### src/rtl/pipeline_hazard_ctrl.sv
// -----------------------------------------------------------------------------
// pipeline_hazard_ctrl
//
// Hazard controller for an in-order five-stage pipeline. It resolves
// data hazards with operand forwarding and load-use bubbles. It redirects
// fetch on taken branches and freezes the pipeline while a memory access is
// outstanding. It also keeps saturating counters of stall and flush events.
//
// Ports
//   clk, rst_n               clock, asynchronous active-low reset
//   id_rs1/id_rs2            source registers of the instruction in ID
//   id_use_rs1/id_use_rs2    ID instruction actually reads that source
//   ex_valid/ex_wb_en/ex_is_load/ex_rd/ex_br_taken   EX-stage producer + branch
//   mem_valid/mem_wb_en/mem_rd                       MEM/WB-stage producer
//   mem_req/mem_ready        MEM-stage data access and its completion
//   stall_if/stall_id/stall_ex/flush_id/flush_ex     pipeline controls
//   fwd_a/fwd_b              operand select: 0 regfile, 1 EX, 2 MEM/WB
//   state                    current controller state (RUN/MEMWAIT/REDIRECT)
//   stall_cnt/flush_cnt      saturating event counters
// -----------------------------------------------------------------------------
module pipeline_hazard_ctrl #(
    parameter int REG_W = 5,
    parameter int CNT_W = 32
) (
    input  logic             clk,
    input  logic             rst_n,
    input  logic [REG_W-1:0] id_rs1,
    input  logic [REG_W-1:0] id_rs2,
    input  logic             id_use_rs1,
    input  logic             id_use_rs2,
    input  logic             ex_valid,
    input  logic             ex_wb_en,
    input  logic             ex_is_load,
    input  logic [REG_W-1:0] ex_rd,
    input  logic             ex_br_taken,
    input  logic             mem_valid,
    input  logic             mem_wb_en,
    input  logic [REG_W-1:0] mem_rd,
    input  logic             mem_req,
    input  logic             mem_ready,
    output logic             stall_if,
    output logic             stall_id,
    output logic             stall_ex,
    output logic             flush_id,
    output logic             flush_ex,
    output logic [1:0]       fwd_a,
    output logic [1:0]       fwd_b,
    output logic [1:0]       state,
    output logic [CNT_W-1:0] stall_cnt,
    output logic [CNT_W-1:0] flush_cnt
);

    typedef enum logic [1:0] {
        RUN      = 2'd0,
        MEMWAIT  = 2'd1,
        REDIRECT = 2'd2
    } state_t;

    state_t           r_state;
    state_t           w_next_state;
    logic             r_pending;
    logic             w_next_pending;
    logic [CNT_W-1:0] r_stall_cnt;
    logic [CNT_W-1:0] r_flush_cnt;

    // Register r is produced by a valid writer in that stage; x0 never matches.
    function automatic logic f_match(input logic             valid,
                                     input logic             wb_en,
                                     input logic [REG_W-1:0] rd,
                                     input logic [REG_W-1:0] r);
        return valid & wb_en & (rd == r) & (r != '0);
    endfunction

    logic w_ex_rs1, w_ex_rs2, w_mem_rs1, w_mem_rs2;
    logic w_load_use, w_memstall;
    logic w_take_branch, w_take_lu;

    assign w_ex_rs1  = f_match(ex_valid, ex_wb_en, ex_rd, id_rs1);
    assign w_ex_rs2  = f_match(ex_valid, ex_wb_en, ex_rd, id_rs2);
    assign w_mem_rs1 = f_match(mem_valid, mem_wb_en, mem_rd, id_rs1);
    assign w_mem_rs2 = f_match(mem_valid, mem_wb_en, mem_rd, id_rs2);

    assign w_load_use = ex_is_load & ((id_use_rs1 & w_ex_rs1) | (id_use_rs2 & w_ex_rs2));
    assign w_memstall = mem_req & ~mem_ready;

    // A branch held in EX is acted on (and counted) only in the cycle the
    // pipeline is free to move. In REDIRECT the EX slot holds a killed bubble.
    assign w_take_branch = ~w_memstall & ex_br_taken & (r_state != REDIRECT);

    // Load-use is irrelevant while a redirect is still owed. The ID
    // instruction is then wrong-path and about to be flushed.
    assign w_take_lu = ~w_memstall & ~ex_br_taken & w_load_use
                     & (r_state != REDIRECT)
                     & ~((r_state == MEMWAIT) & r_pending);

    // ---------------------------------------------------------------------
    // State register
    // ---------------------------------------------------------------------
    // NOTE: sequential state uses non-blocking assignments so every register
    // samples pre-edge values regardless of process ordering.
    always_ff @(posedge clk or negedge rst_n) begin
        if (!rst_n) begin
            r_state   <= RUN;
            r_pending <= 1'b0;
        end else begin
            r_state   <= w_next_state;
            r_pending <= w_next_pending;
        end
    end

    // ---------------------------------------------------------------------
    // Next-state logic
    // ---------------------------------------------------------------------
    // NOTE: every variable driven here gets a default first, so no path
    // leaves it unassigned and no latch is inferred.
    always_comb begin
        w_next_state   = r_state;
        w_next_pending = r_pending;
        if (w_memstall) begin
            w_next_state   = MEMWAIT;
            // A redirect interrupted by a memory stall must still happen later.
            w_next_pending = r_pending | (r_state == REDIRECT);
        end else begin
            w_next_pending = 1'b0;
            unique case (r_state)
                REDIRECT: w_next_state = RUN;
                MEMWAIT:  w_next_state = (ex_br_taken || r_pending) ? REDIRECT : RUN;
                // The unused encoding is recovered as RUN.
                default:  w_next_state = ex_br_taken ? REDIRECT : RUN;
            endcase
        end
    end

    // ---------------------------------------------------------------------
    // Output logic (Mealy: depends on state and current hazards)
    // ---------------------------------------------------------------------
    logic [1:0] w_fwd_a, w_fwd_b;

    always_comb begin
        w_fwd_a = 2'd0;
        if (w_ex_rs1 && !ex_is_load) w_fwd_a = 2'd1;
        else if (w_mem_rs1)          w_fwd_a = 2'd2;
        w_fwd_b = 2'd0;
        if (w_ex_rs2 && !ex_is_load) w_fwd_b = 2'd1;
        else if (w_mem_rs2)          w_fwd_b = 2'd2;
    end

    always_comb begin
        stall_if = 1'b0;
        stall_id = 1'b0;
        stall_ex = 1'b0;
        flush_id = 1'b0;
        flush_ex = 1'b0;
        fwd_a    = 2'd0;
        fwd_b    = 2'd0;
        // NOTE: these outputs are combinational from the inputs, so they are
        // gated by rst_n to be quiet for the whole reset, not just after an edge.
        if (rst_n) begin
            fwd_a = w_fwd_a;
            fwd_b = w_fwd_b;
            if (w_memstall) begin
                stall_if = 1'b1;
                stall_id = 1'b1;
                stall_ex = 1'b1;
            end else if (w_take_branch) begin
                flush_id = 1'b1;
                flush_ex = 1'b1;
            end else if (r_state == REDIRECT) begin
                // Kill the wrong-path instruction fetched during the branch cycle.
                flush_id = 1'b1;
            end else if (w_take_lu) begin
                // Hold IF/ID one cycle and inject a bubble into EX.
                stall_if = 1'b1;
                stall_id = 1'b1;
                flush_ex = 1'b1;
            end
        end
    end

    // ---------------------------------------------------------------------
    // Saturating performance counters
    // ---------------------------------------------------------------------
    always_ff @(posedge clk or negedge rst_n) begin
        if (!rst_n) begin
            r_stall_cnt <= '0;
            r_flush_cnt <= '0;
        end else begin
            if (stall_if && (r_stall_cnt != '1))
                r_stall_cnt <= r_stall_cnt + CNT_W'(1);
            if (w_take_branch && (r_flush_cnt != '1))
                r_flush_cnt <= r_flush_cnt + CNT_W'(1);
        end
    end

    assign state     = r_state;
    assign stall_cnt = r_stall_cnt;
    assign flush_cnt = r_flush_cnt;

endmodule
### config.mk
export PLATFORM = sky130hd
export DESIGN_NAME = pipeline_hazard_ctrl
export DESIGN_NICKNAME = d
export VERILOG_FILES = /design/src/rtl/pipeline_hazard_ctrl.sv
export SDC_FILE = /design/constraint.sdc
export NUM_CORES = 1
export LEC_CHECK = 0
export BUFFER_PORTS_ARGS = -buffer_cell sky130_fd_sc_hd__clkbuf_2
export CAP_MARGIN = 20
export CORE_MARGIN = 5
export CORE_UTILIZATION = 51
export CTS_CLUSTER_DIAMETER = 100
export CTS_CLUSTER_SIZE = 20
export DETAILED_ROUTE_END_ITERATION = 8
export PLACE_DENSITY = 0.81
export SYNTH_ARGS = -nofsm -noshare
export SYNTH_HDL_FRONTEND = slang
export SYNTH_SLANG_ARGS = --single-unit
### constraint.sdc
create_clock -name clk -period 6.5 [get_ports clk]
set_input_delay 1.625 -clock clk [delete_from_list [all_inputs] [get_ports clk]]
set_output_delay 1.625 -clock clk [all_outputs]
set_load 0.1 [all_outputs]
# Yosys cells after proc, flatten, opt, wreduce, memory -nomap -nowiden
# Cells that the tools add are included.
[classes]
addsub = 2
reduce_logical = 8
n_mux = 25
n_bitwise = 27
eq_ne = 9
[op_table]
columns = ["cell", "count"]
rows = [
  ["32-bit by 1-bit adder with 32-bit output (second input constant)", 2],
  ["32-bit inequality test (second input constant)", 2],
  ["1-bit AND", 21],
  ["5-bit == test", 4],
  ["2-bit two-way mux", 9],
  ["1-bit two-way mux", 15],
  ["5-bit nonzero test", 2],
  ["1-bit logical AND", 4],
  ["1-bit inverter", 4],
  ["2-bit one-hot mux with 2 select lines", 1],
  ["2-bit by 1-bit == test with 1-bit output (second input constant)", 1],
  ["2-bit == test (second input constant)", 1],
  ["2-bit inequality test (second input constant)", 1],
  ["1-bit bitwise OR", 2],
  ["1-bit logical NOT", 1],
  ["1-bit logical OR", 1],
]
[totals]
register_bits = 67
elab_cells = 75
out_inout_bits = 75

# Logic depth before layout (Yosys ltp)
[logic_depth]
depth_word = 15
depth_mapped = 8
ltp_nobuf = 8

# Worst setup path after synthesis
# OpenSTA, ideal clock, no wires.
[synth_timing]
kind = "input -> output"
start = "input id_rs1[1]"
end = "output fwd_a[1]"
slack_ns = -2.225
t_required_ns = 4.875
path_stages = 4
arrival_time_ns = 7.100
cell_sequence = "or4_4 -> o211ai_2 -> nor2_2 -> a2111oi_0"
[synth_via]
elab_chain_cells = 6
[synth_rtl]
columns = ["item", "line", "rtl"]
rows = [
  ["start: declaration", "27", "input logic [REG_W-1:0] id_rs1,"],
  ["5-bit == test", "71", "return valid & wb_en & (rd == r) & (r != '0);"],
  ["1-bit AND (2 in series)", "71", ""],
  ["2-bit two-way mux / 1-bit logical AND (equally long branches)", "142, 141", ""],
  ["2-bit two-way mux (*)", "141", "if (w_ex_rs1 && !ex_is_load) w_fwd_a = 2'd1;"],
  ["2-bit two-way mux (*)", "158", "if (rst_n) begin"],
  ["end: declaration", "46", "output logic [1:0] fwd_a,"],
]
# Every way passes the cells marked *; elsewhere a longest branch is shown, timed or not.

# Worst setup path after layout
[layout_timing]
start = "input id_rs2[1]"
end = "output stall_id"
[layout_via]
elab_chain_cells = 14
[layout_rtl]
columns = ["item", "line", "rtl"]
rows = [
  ["start: declaration", "28", "input logic [REG_W-1:0] id_rs2,"],
  ["5-bit == test", "71", ""],
  ["1-bit AND", "71", ""],
  ["1-bit AND (*)", "71", ""],
  ["1-bit AND (*)", "83", "assign w_load_use = ex_is_load & ((id_use_rs1 & w_ex_rs1) | (id_use_rs2 & w_ex_rs2));"],
  ["1-bit bitwise OR (*)", "83", ""],
  ["1-bit AND (*)", "83", ""],
  ["1-bit AND (*)", "92", "assign w_take_lu = ~w_memstall & ~ex_br_taken & w_load_use"],
  ["1-bit AND (*)", "93", "& (r_state != REDIRECT)"],
  ["1-bit AND (*)", "94", "& ~((r_state == MEMWAIT) & r_pending);"],
  ["1-bit two-way mux (*)", "171", "end else if (w_take_lu) begin"],
  ["1-bit two-way mux (*)", "168", "end else if (r_state == REDIRECT) begin"],
  ["1-bit two-way mux (*)", "165", "end else if (w_take_branch) begin"],
  ["1-bit two-way mux (*)", "161", "if (w_memstall) begin"],
  ["1-bit two-way mux (*)", "158", ""],
  ["end: declaration", "42", "output logic stall_id,"],
]
# Marked as above.

==> results_dict.tcl <==
set metrics [dict create \
    wl_per_cell_um 15.5 \
    clockRootBuffer "clkbuf_8" \
    cts_tree "yes" \
    slew_viol_final 0 \
    leakage_uw 0.00214 \
    cts-buffers-inserted 9 \
    critPathTopFamily "simple AND/OR/NAND/NOR gates" \
    fmax_mhz 195 \
    cp-end-kind "primary output" \
    grt_start_max_net_pins 47 \
    synth_cell_types 47 \
    synthCells 349 \
    fin_crit_ns 5.12 \
    tns_ns 0 \
    place_hpwl_mm 6.74 \
    holdPathEnd "flush_cnt[31]$_DFFE_PN0P_" \
    path_clk_slew_ns 0.07 \
    holdCritStartpoint "flush_cnt[31]$_DFFE_PN0P_" \
    rr_endpoint "stall_cnt[25]$_DFFE_PN0P_" \
    required_ns 4.88 \
    viasPerCell 5.52 \
    antenna_found_initial 0 \
    cpPeakStageDelay_ns 0.54 \
    hold_path_class "register to register" \
    setup_viol 0 \
    powerDensity_nw_per_um2 285 \
    finalHoldViolations 0 \
    pre_cts_slack_ns 1.36 \
    nets 498 \
    port_buffers 106 \
    period_share_pct 78.8 \
    synthArstFlopShare_pct 100 \
    core_um2 6870 \
    path_cells "clkbuf_2 > or4_1 > nor2_1 > nor4_4 > a221oi_2 > buf_4 > nor2_1 > clkbuf_2" \
    synth_nets 385 \
    slew_headroom_pct 40.2 \
    ir_drop_v 0.000119 \
    gp_congestion 0.893 \
    dieArea_um2 8900 \
    synthFlopType "dfrtp_1" \
    syn2layout_area_growth_pct 24.3 \
    initial_core_util_pct 52.8 \
    crit_path_top_delay_cell "or4_1" \
    cp_max_fo 11 \
    synth.most_common_cell "dfrtp_1" \
    rows 30 \
    finClkSkew_ns 0.0118 \
    wl_mm 8.70 \
    ff2ff_setup_slack_ns 3.99 \
    die_h_um 94.4 \
    drt_pass1_iterations 5 \
    hold_depth 1 \
    ant_nets 0 \
    grt_pass1_vias 3096 \
    clk_latency_ns 0.35 \
    syn_area_um2 3630 \
    r2r_start "state[0]$_DFF_PN0_" \
    reg2reg_depth 8 \
    instances_no_fill 563 \
    dr_total_vias 3105 \
    cp.arrival_ns 3.50 \
    critPathKind "input pin to primary output" \
    yosys-top-cells-area "dfrtp_1 46%, xnor2_1 14%, xor2_1 5.6%" \
    critPathBufInv 3 \
    holdBufCountCts 0 \
    ys_ff_latch 67 \
    first_iter_violations 156 \
    cts_buffer_depth 2 \
    maxCapViolations 0 \
    fillers 567 \
    gr-total-overflow 0 \
    dieWidth_um 94.4 \
    cp-start-kind "input pin" \
    antenna_cells 0 \
    rsz0062_at_grt "no" \
    ys_seq_area_share_pct 46.2 \
    drc 0 \
    worst_pin_slew_ns 0.896 \
    htree_levels 3 \
    cts-resized-gates 0 \
    synth_area_per_cell_um2 10.4 \
    cts.sinks 67 \
    grt_usage_pct 21.0 \
    synth_common_cells "67 x dfrtp_1, 59 x xnor2_1, 27 x nand2_1, 26 x nand3_1, 24 x nand4_1" \
    grt_pass1_wl_mm 14.7 \
    drive_above_1_share_pct 30.6 \
    status "completed" \
    ios 107 \
    synth_edf_count 0 \
    layout_setup_ws_ns 1.38 \
    fin_hold_ws_ns 0.492 \
    post_cts_buffers 0 \
    yosysTopAreaCell "dfrtp_1" \
    synth_top_area_share_pct 46.2 \
    dp_cells 547 \
    yosysWarningCount 0 \
]
==> state kept, by name, summed over array words and instances (netlist names) <==
signal	flops
flush_cnt	32
r_pending	1
state	2
stall_cnt	32
==> cell families after synthesis <==
| logic type | count (synthesis) | synth area share (%) |
|---|---|---|
| simple gates | 163 | 26.2 |
| flops | 67 | 46.2 |
| xor+xnor | 82 | 19.8 |
| compound gates | 16 | 3.59 |
| buf+inv | 15 | 2.17 |
| fa+ha+maj | 4 | 1.38 |
| mux | 2 | 0.621 |
==> how the worst max path moves through the flow <==
stage	from	end	slack (ns)	depth (start not counted)
2_1_floorplan	mem_req	stall_if	0.03	7
6_report	id_rs2[1]	stall_id	1.38	8
3_3_place_gp	id_rs1[1]	stall_id	1.42	8
3_5_place_dp	id_rs2[1]	stall_id	1.36	8
5_1_grt	rst_n	fwd_b[1]	1.26	5
4_1_cts	id_rs2[1]	stall_id	1.36	8
==> layout make-up <==
type | count | area, um^2 | share of cell area (%)
multi-input combinational | 267 | 1880 | 41.7
sequential | 67 | 1680 | 37.2
timing repair buffer | 109 | 553 | 12.3
clock buffer | 10 | 138 | 3.05
tap | 96 | 120 | 2.66
clock inverter | 6 | 113 | 2.50
inverter | 8 | 30.0 | 0.666
==> cells in the final DEF, fill, tap and decap left out, types with 2 or more instances in the layout <==
master       n
buf_4        3
ha_1         4
clkbuf_2   105
clkbuf_8    10
nor3_1       9
nand4_1     24
and4_1       7
nor4b_1      2
and3_1      13
nor2_2       2
nand2_1     27
inv_1        8
nand3_2      7
or4_1        2
a2111oi_2    2
nor2_1      19
nand3_1     26
nor4_1       9
and2_1       3
a21oi_1      4
nand4b_1     2
xnor2_1     59
bufinv_16    3
xor2_1      23
clkinv_4     2
dfrtp_1     67
nand2b_1     2
==> per-stage QoR <==
stage	power [uW]	area, um^2	utilization, %
after CTS	1290	4510	65.6
after global placement	857	4260	62.0
after floorplan	781	3630	-
after global routing	1340	4510	65.6
after detailed placement	866	4260	62.0
final	1280	4510	65.6
==> power by group <==
group / switching [uW] / internal, uW / leakage, uW / total (uW)
Combinational: 296 / 66.9 / 0.00111 / 363
Clock: 163 / 266 / 0.000126 / 429
Sequential: 46.8 / 446 / 0.000903 / 493
Total: 506 / 779 / 0.00214 / 1280
==> worst reg2reg max path: stages, from the launching register on <==
cell and delay, ns:
dfrtp_1 0.40, inv_1 0.06, ha_1 0.24, a2111oi_2 0.43, o21ai_1 0.10, buf_4 0.23, nor3_2 0.55, nand4_1 0.22
xnor2_1 0.18
==> metal layers <==
metal	share of wire (%)	track usage, %	up-vias
li1	-	-	1468
met1	42	26.2	1498
met5	0	0	-
met4	2.9	8.90	0
met2	48	33.7	110
met3	7.2	6.61	29
Note: power is estimated with default switching activity, not from simulation.
